==> src/rtl/bbox_pkg.sv <==
// Shared types and default geometry for the bounding-box frame sequencer.
package bbox_pkg;

  localparam int DEF_IMG_W = 100;
  localparam int DEF_IMG_H = 100;
  localparam int DEF_NPIX  = DEF_IMG_W * DEF_IMG_H;

  typedef enum logic [1:0] {
    IDLE  = 2'd0,
    START = 2'd1,
    RUN   = 2'd2
  } bbox_state_t;

  typedef struct packed {
    logic [7:0] xmin;
    logic [7:0] xmax;
    logic [7:0] ymin;
    logic [7:0] ymax;
  } bbox_coord_t;

endpackage

==> src/rtl/bbox_watchdog.sv <==
// RUN-cycle watchdog: cleared by load_i, counts while en_i, flags expiry on the
// TIMEOUT_CYC-th counted cycle so the FSM leaves RUN at the edge ending it.
module bbox_watchdog #(
  parameter int TIMEOUT_CYC = 65535
) (
  input  logic clk_i,
  input  logic reset_i,
  input  logic load_i,
  input  logic en_i,
  output logic expire_o
);

  localparam int CNT_W = $clog2(TIMEOUT_CYC + 1);
  localparam logic [CNT_W-1:0] LAST = CNT_W'(TIMEOUT_CYC - 1);

  logic [CNT_W-1:0] cnt_q, cnt_d;

  always_comb begin
    cnt_d = cnt_q;
    if (load_i) begin
      cnt_d = '0;
    end else if (en_i) begin
      cnt_d = cnt_q + 1'b1;
    end
  end

  always_ff @(posedge clk_i) begin
    if (reset_i) begin
      cnt_q <= '0;
    end else begin
      cnt_q <= cnt_d;
    end
  end

  assign expire_o = en_i && (cnt_q == LAST);

endmodule

==> src/rtl/bbox_frame_sequencer.sv <==
// Owns the image RAM port, launches the bbox engine on go and latches its result.
// Optional RUN timeout abort is compiled in with BBOX_TIMEOUT_EN.
module bbox_frame_sequencer
  import bbox_pkg::*;
#(
  parameter int IMG_W       = DEF_IMG_W,
  parameter int IMG_H       = DEF_IMG_H,
  parameter int NPIX        = IMG_W * IMG_H,
  parameter int ADDR_W      = 14,
  parameter int TIMEOUT_CYC = 65535
) (
  input  logic              CLOCK_50,
  input  logic              reset,
  input  logic              wr_en,
  input  logic [ADDR_W-1:0] wr_addr,
  input  logic [7:0]        wr_data,
  input  logic              go,
  output logic              busy,
  output logic              result_valid,
  output logic              error,
  output logic [31:0]       coordinates,
  output logic [ADDR_W-1:0] ram_addr,
  output logic              ram_we,
  output logic [7:0]        ram_wrdata,
  input  logic [7:0]        ram_rddata,
  output logic              bb_start,
  input  logic              bb_done,
  input  logic [ADDR_W-1:0] bb_addr,
  output logic [7:0]        bb_rddata,
  input  logic [7:0]        bb_xmin,
  input  logic [7:0]        bb_xmax,
  input  logic [7:0]        bb_ymin,
  input  logic [7:0]        bb_ymax
);

  // One extra bit so NPIX == 2**ADDR_W still compares correctly.
  localparam logic [ADDR_W:0] NPIX_LIM = (ADDR_W + 1)'(NPIX);

  bbox_state_t state_q, state_d;
  logic        rv_q, rv_d;
  logic        err_q, err_d;
  bbox_coord_t coord_q, coord_d;
  logic        timeout;

`ifdef BBOX_TIMEOUT_EN
  bbox_watchdog #(
    .TIMEOUT_CYC (TIMEOUT_CYC)
  ) u_watchdog (
    .clk_i    (CLOCK_50),
    .reset_i  (reset),
    .load_i   (state_q == START),
    .en_i     (state_q == RUN),
    .expire_o (timeout)
  );
`else
  localparam int unused_timeout_cyc = TIMEOUT_CYC;
  assign timeout = 1'b0;
`endif

  always_comb begin
    state_d = state_q;
    rv_d    = rv_q;
    err_d   = err_q;
    coord_d = coord_q;
    case (state_q)
      IDLE: begin
        if (go) begin
          state_d = START;
          rv_d    = 1'b0;
          err_d   = 1'b0;
        end
      end
      START: state_d = RUN;
      RUN: begin
        // A completion in the expiry cycle still counts as a good result.
        if (bb_done) begin
          coord_d = '{xmin: bb_xmin, xmax: bb_xmax, ymin: bb_ymin, ymax: bb_ymax};
          rv_d    = 1'b1;
          state_d = IDLE;
        end else if (timeout) begin
          err_d   = 1'b1;
          state_d = IDLE;
        end
      end
      default: state_d = IDLE;
    endcase
  end

  always_ff @(posedge CLOCK_50) begin
    if (reset) begin
      state_q <= IDLE;
      rv_q    <= 1'b0;
      err_q   <= 1'b0;
      coord_q <= '0;
    end else begin
      state_q <= state_d;
      rv_q    <= rv_d;
      err_q   <= err_d;
      coord_q <= coord_d;
    end
  end

  assign busy         = (state_q != IDLE);
  assign bb_start     = (state_q == START);
  assign result_valid = rv_q;
  assign error        = err_q;
  assign coordinates  = coord_q;

  assign ram_addr   = (state_q == IDLE) ? wr_addr : bb_addr;
  assign ram_we     = (state_q == IDLE) && wr_en && ({1'b0, wr_addr} < NPIX_LIM);
  assign ram_wrdata = wr_data;
  assign bb_rddata  = ram_rddata;

endmodule

==> config.mk <==
export PLATFORM = sky130hd
export DESIGN_NAME = bbox_frame_sequencer
export DESIGN_NICKNAME = d
export VERILOG_FILES = /design/src/rtl/bbox_pkg.sv /design/src/rtl/bbox_watchdog.sv /design/src/rtl/bbox_frame_sequencer.sv
export SDC_FILE = /design/constraint.sdc
export NUM_CORES = 1
export LEC_CHECK = 0
export ABC_AREA = 0
export CAP_MARGIN = 20
export CORE_MARGIN = 10
export CORE_UTILIZATION = 34
export DETAILED_ROUTE_END_ITERATION = 8
export PLACE_DENSITY = 0.87
export RECOVER_POWER = 50
export SYNTH_ARGS = -nofsm -noshare
export SYNTH_HDL_FRONTEND = slang
export SYNTH_SLANG_ARGS = --single-unit
==> constraint.sdc <==
create_clock -name CLOCK_50 -period 2.08 [get_ports CLOCK_50]
set_input_delay 0.312 -clock CLOCK_50 [delete_from_list [all_inputs] [get_ports CLOCK_50]]
set_output_delay 0.312 -clock CLOCK_50 [all_outputs]
set_load 0.005 [all_outputs]
; ---- Yosys cells after proc, flatten, opt, wreduce, memory -nomap -nowiden
; Cells that the tools add are included.
[totals]
word_cells = 26
inputBits = 81
output_inout_bits = 67
ff_bits = 35
[op_classes]
n_mux = 7
eq_ne = 4
n_reduce_logical = 8
order_cmp = 1
[op_table]
columns = op, n
row1 = "14-bit < comparator, second input constant", 1
row2 = 14-bit 2-to-1 mux, 1
row3 = 2-bit case mux with 3 select lines, 1
row4 = 2-bit 2-to-1 mux, 2
row5 = "2-bit != test, second input constant", 2
row6 = 2-bit AND reduction, 2
row7 = 2-bit nonzero test, 2
row8 = 3-bit AND reduction, 1
row9 = "2-bit by 1-bit == test with 1-bit output, second input constant", 1
row10 = "2-bit == test, second input constant", 1
row11 = 1-bit logical AND, 2
row12 = 2-bit logical NOT, 1
row13 = 1-bit 2-to-1 mux, 2
row14 = 1-bit case mux with 2 select lines, 1

; ---- Depth between registers and ports, before layout
[depth]
depth_word = 3
depth_mapped = 5
ltp_nobuf = 3

; ---- Worst setup path after synthesis
; OpenSTA, ideal clock, no wires.
[synth_timing]
path_type = flip-flop to output port
start = reg state_q[1]
end = out ram_addr[10]
arrival_time_ns = 1.056
stages_incl_launch_ff = 4
t_required_ns = 1.768
path_slack_ns = 0.712
path_buffers = 1
cell_sequence = dfxtp_1 > nor2_4 > buf_6 > mux2_2
[synth_between]
elab_chain_cells = 2
[synth_rtl]
columns = element, line_no
row1 = start: declaration, bbox_frame_sequencer.sv:39  ; bbox_state_t state_q, state_d;
row2 = start signal: assignment, bbox_frame_sequencer.sv:96  ; state_q <= state_d;
row3 = 2-bit logical NOT, bbox_frame_sequencer.sv:109  ; assign ram_addr = (state_q == IDLE) ? wr_addr : bb_addr;
row4 = 14-bit 2-to-1 mux, bbox_frame_sequencer.sv:109
row5 = end: declaration, bbox_frame_sequencer.sv:22  ; output logic [ADDR_W-1:0] ram_addr,
; Every way passes these cells.

; ---- Worst setup path in the final report
[layout_timing]
start = in wr_addr[4]
end = out ram_we
[layout_between]
elab_chain_cells = 2
[layout_rtl]
columns = element, line_no
row1 = start: declaration, bbox_frame_sequencer.sv:15  ; input logic [ADDR_W-1:0] wr_addr,
row2 = 14-bit < comparator, bbox_frame_sequencer.sv:110  ; assign ram_we = (state_q == IDLE) && wr_en && ({1'b0, wr_addr} < NPIX_LIM);
row3 = 1-bit logical AND, bbox_frame_sequencer.sv:110
row4 = end: declaration, bbox_frame_sequencer.sv:23  ; output logic ram_we,
; Every way passes these cells.

==> results.rst <==
.. list-table::
   :header-rows: 1

   * - Metric
     - Value
   * - Status
     - finished clean
   * - Count of antenna-violating nets left after detailed routing
     - 0
   * - Area share of the largest cell type after synthesis
     - 0.423
   * - Number of sinks on the clock net
     - 35
   * - Biggest cell delay along the critical path
     - 510 ps
   * - Standard cell core area
     - approximately 4700 um^2
   * - Worst endpoint data arrival time
     - between 1500 and 2000 ps
   * - Signed area change from the synthesized netlist to the final layout
     - 71.8%
   * - Maximum number of pins on one net before global-route repair
     - 36
   * - Fillcell total
     - 413
   * - Worst path setup slack after routing
     - roughly 23 ps
   * - Number of CTS-inserted buffers
     - 5
   * - Vias per Instance
     - ~4.5
   * - Final hold violation count
     - 0
   * - Final clock period utilization by the worst path
     - 0.989
   * - Number of rows in the core area
     - 25
   * - Height of the chip
     - about 90 um
   * - Number of distinct library cells after synthesis
     - 23
   * - Crit. End Element
     - output pin
   * - First drt pass iteration count
     - 3
   * - GRT Overall Usage
     - 0.131
   * - Lkg Pwr
     - 1.16 nW
   * - Final worst path period need
     - between 2000 and 2500 ps
   * - Startpoint Class
     - primary input
   * - Cell-by-cell listing of the critical path
     - clkdlybuf4s50_1, nor4_2, nor4_1, nor2_1, clkdlybuf4s50_1
   * - Number of global-route vias before repair
     - between 1500 and 2000
   * - Global-route wire length before repair
     - ~9000 um
   * - Library cell appearing most often on the critical path
     - sky130_fd_sc_hd__clkdlybuf4s50_1
   * - Antenna cells
     - 0
   * - Total Wirelength
     - approximately 5400 um
   * - Worst slack at placement
     - between 9 and 10 ps
   * - Maximum root-to-sink buffer count
     - 2
   * - Actual transition at the worst max-transition pin
     - slightly above 900 ps
   * - Maximum resistive drop on vdd
     - around 0.25 mV
   * - Root Driver
     - sky130_fd_sc_hd__clkbuf_8
   * - Share of synthesized area occupied by flip-flops and latches
     - 0.423
   * - Syn Std Cell Area
     - about 1700 um^2
   * - Internal power of the cells
     - roughly 1.2 mW
   * - Register bit total from synthesis
     - 35
   * - Tightest slew margin relative to the limit
     - 0.383
   * - Slowest cell on the critical path
     - sky130_fd_sc_hd__clkdlybuf4s50_1
   * - Avg Synthesized Cell Area
     - between 8 and 9 um^2
   * - CTS tree
     - done
   * - Count of buffers inserted at the top-level ports
     - between 100 and 150
   * - Final clock skew
     - 2.49 ps
   * - Clock share of power
     - 0.339
   * - H-tree Lvls
     - 2
   * - Top-level I/O count
     - approximately 150
   * - Synth area leaders
     - sky130_fd_sc_hd__dfxtp_1, sky130_fd_sc_hd__nand2_1, sky130_fd_sc_hd__mux2_2
   * - Detailed-route via count
     - roughly 1600
   * - Sequential power share
     - 0.449
   * - Leading area contributor after synthesis
     - sky130_fd_sc_hd__dfxtp_1
   * - Max Clock Freq
     - 486 MHz
   * - Switching power total
     - approximately 340 uW
   * - Post-CTS setup buffer count
     - 0
   * - Total grt overflow
     - 0
   * - Net total in the final layout
     - 370
   * - DR iter-0 viols
     - between 40 and 50
   * - Initial core utilization
     - 0.350
   * - Post-Route Hold Slack
     - approximately 450 ps
   * - Largest fanout on the critical path
     - 2
   * - Setup crit start
     - wr_addr[4]
   * - Share of final-layout standard cells stronger than drive strength 1
     - 0.166
   * - Logic pwr share
     - 0.212
   * - Chip width
     - 89.8 um
   * - Count of final setup violators
     - 0
   * - Max-cap violations
     - 0
   * - Worst path required time
     - ~1800 ps
   * - Class of the most critical hold timing path
     - flip-flop to flip-flop
   * - Hold-fix buffers, CTS
     - 0
   * - Max-slew violation count
     - 0
   * - Synthesized instance count
     - 193
   * - Sw frac
     - 0.218
   * - Net count after synthesis
     - 274
   * - PnR Total Power
     - around 1.5 mW
   * - Initial antenna violation count
     - 0
   * - Setup repair after global routing missed its margin
     - yes
   * - Origin of the worst min-delay path
     - coordinates[0]
   * - Final weighted congestion of routability-driven global placement
     - 0.672
   * - Residual DRC count
     - 0
   * - WL per Instance
     - 15.2 um
   * - Half-perimeter wire length of the detailed placement result
     - 4420 um
   * - Worst flop-to-flop path startpoint
     - state_q[0]
   * - Register clock-pin slew on the reported worst setup and hold paths
     - around 60 ps
   * - Overall die area
     - slightly above 8000 um^2
   * - Warning count from the yosys run
     - 0
   * - Worst skew pair latency
     - 270 ps
   * - Worst Path Class, Setup
     - primary input to output pin
   * - Power per cell area
     - approximately 540 nW/um^2
-- state kept, by name, summed over array words and instances, names as in the netlist --
signal	count
coordinates	32
state_q	2
result_valid	1
-- Yosys cell counts --
cell type and n:
sky130_fd_sc_hd__nand2_1 65, sky130_fd_sc_hd__dfxtp_1 35, sky130_fd_sc_hd__a21oi_2 17, sky130_fd_sc_hd__buf_4 17, sky130_fd_sc_hd__a21oi_1 16, sky130_fd_sc_hd__mux2_2 14, sky130_fd_sc_hd__buf_6 5, sky130_fd_sc_hd__buf_2 4
sky130_fd_sc_hd__nor2_1 4, sky130_fd_sc_hd__clkbuf_1 2, sky130_fd_sc_hd__nor4_1 2, sky130_fd_sc_hd__a21bo_2 1, sky130_fd_sc_hd__and2b_2 1, sky130_fd_sc_hd__and3b_1 1, sky130_fd_sc_hd__buf_1 1, sky130_fd_sc_hd__conb_1 1
sky130_fd_sc_hd__inv_1 1, sky130_fd_sc_hd__nand3_1 1, sky130_fd_sc_hd__nand3b_2 1, sky130_fd_sc_hd__nand4_1 1, sky130_fd_sc_hd__nor2_4 1, sky130_fd_sc_hd__nor3b_1 1, sky130_fd_sc_hd__o21ai_0 1
-- critical path: cells and delay by family --
kind | cells | cell delay (ps)
AND/OR/NAND/NOR | 3 | 490
buffers and inverters | 2 | 940
-- worst paths after layout --
check,slack [ps],cells past startpoint,endpoint
setup / recovery,20,5,ram_we
hold / removal,450,2,coordinates[0]
setup reg to reg,540,4,coordinates[23]
hold reg to reg,450,2,coordinates[0]
-- layout make-up --
type	instances	area [um^2]	area share
Inverter	1	3.75	0.00132
Tap cell	67	83.8	0.0295
Sequential cell	35	702	0.247
Clock buffer	8	100	0.0352
Timing Repair Buffer	118	1220	0.428
Multi-Input combinational cell	128	738	0.260
-- through the flow --
| stage | cell area, um^2 | setup TNS, ps | std cells | utilization |
|---|---|---|---|---|
| global placement | 2720 | 0 | 349 | 0.575 |
| floorplan | 1660 | 0 | 193 | - |
| finish | 2840 | 0 | 357 | 0.602 |
| global route | 2840 | -66.2 | 357 | 0.602 |
| detailed placement | 2720 | 0 | 349 | 0.575 |
| CTS | 2820 | 0 | 357 | 0.596 |
-- cells by family (layout without fill, tap and decap cells) --
group	Yosys count	in the layout	share of synthesized area
other	1	1	0.00227
buffers and inverters	30	127	0.132
DFF	35	35	0.423
AOI/OAI and AO/OA	35	35	0.147
and+or+nand+nor	78	78	0.200
muxes	14	14	0.0952
-- power by group through the flow --
stage	Combinational [mW]	Clock (mW)	Sequential [mW]
CTS	0.345	0.548	0.696
global route	0.356	0.578	0.696
floorplan	0.134	0	0.711
finish	0.328	0.525	0.695
detailed placement	0.342	0	0.711
global placement	0.338	0	0.710
-- metal layers --
metal  track usage  part of all wire  vias to the layer above
li1              -                 -                      804
met1         0.119              0.32                      715
met2         0.231              0.52                       84
met3        0.0856              0.15                        9
met4        0.0418            0.0096                        0
met5             0                 0                        -
-- timing repair --
item                                    in CTS  in global routing
pin swaps                                    0                  1
gates resized for setup                      1                 11
endpoints found under the setup margin       6                 14
-- cells in the final DEF, fill, tap and decap left out, drive strengths merged --
| cell | Yosys | layout |
|---|---|---|
| dlygate4sd3 | 0 | 29 |
| and2b | 1 | 1 |
| nand3b | 1 | 1 |
| and3b | 1 | 1 |
| buf | 27 | 4 |
| a21oi | 33 | 33 |
| nor4 | 2 | 2 |
| nor2 | 5 | 5 |
| mux2 | 14 | 14 |
| dfxtp | 35 | 35 |
| a21bo | 1 | 1 |
| nor3b | 1 | 1 |
| inv | 1 | 1 |
| clkdlybuf4s50 | 0 | 74 |
| conb | 1 | 1 |
| nand4 | 1 | 1 |
| dlymetal6s2s | 0 | 10 |
| nand2 | 65 | 65 |
| nand3 | 1 | 1 |
| clkbuf | 2 | 9 |
| o21ai | 1 | 1 |
(Power assumes the default switching activity.)
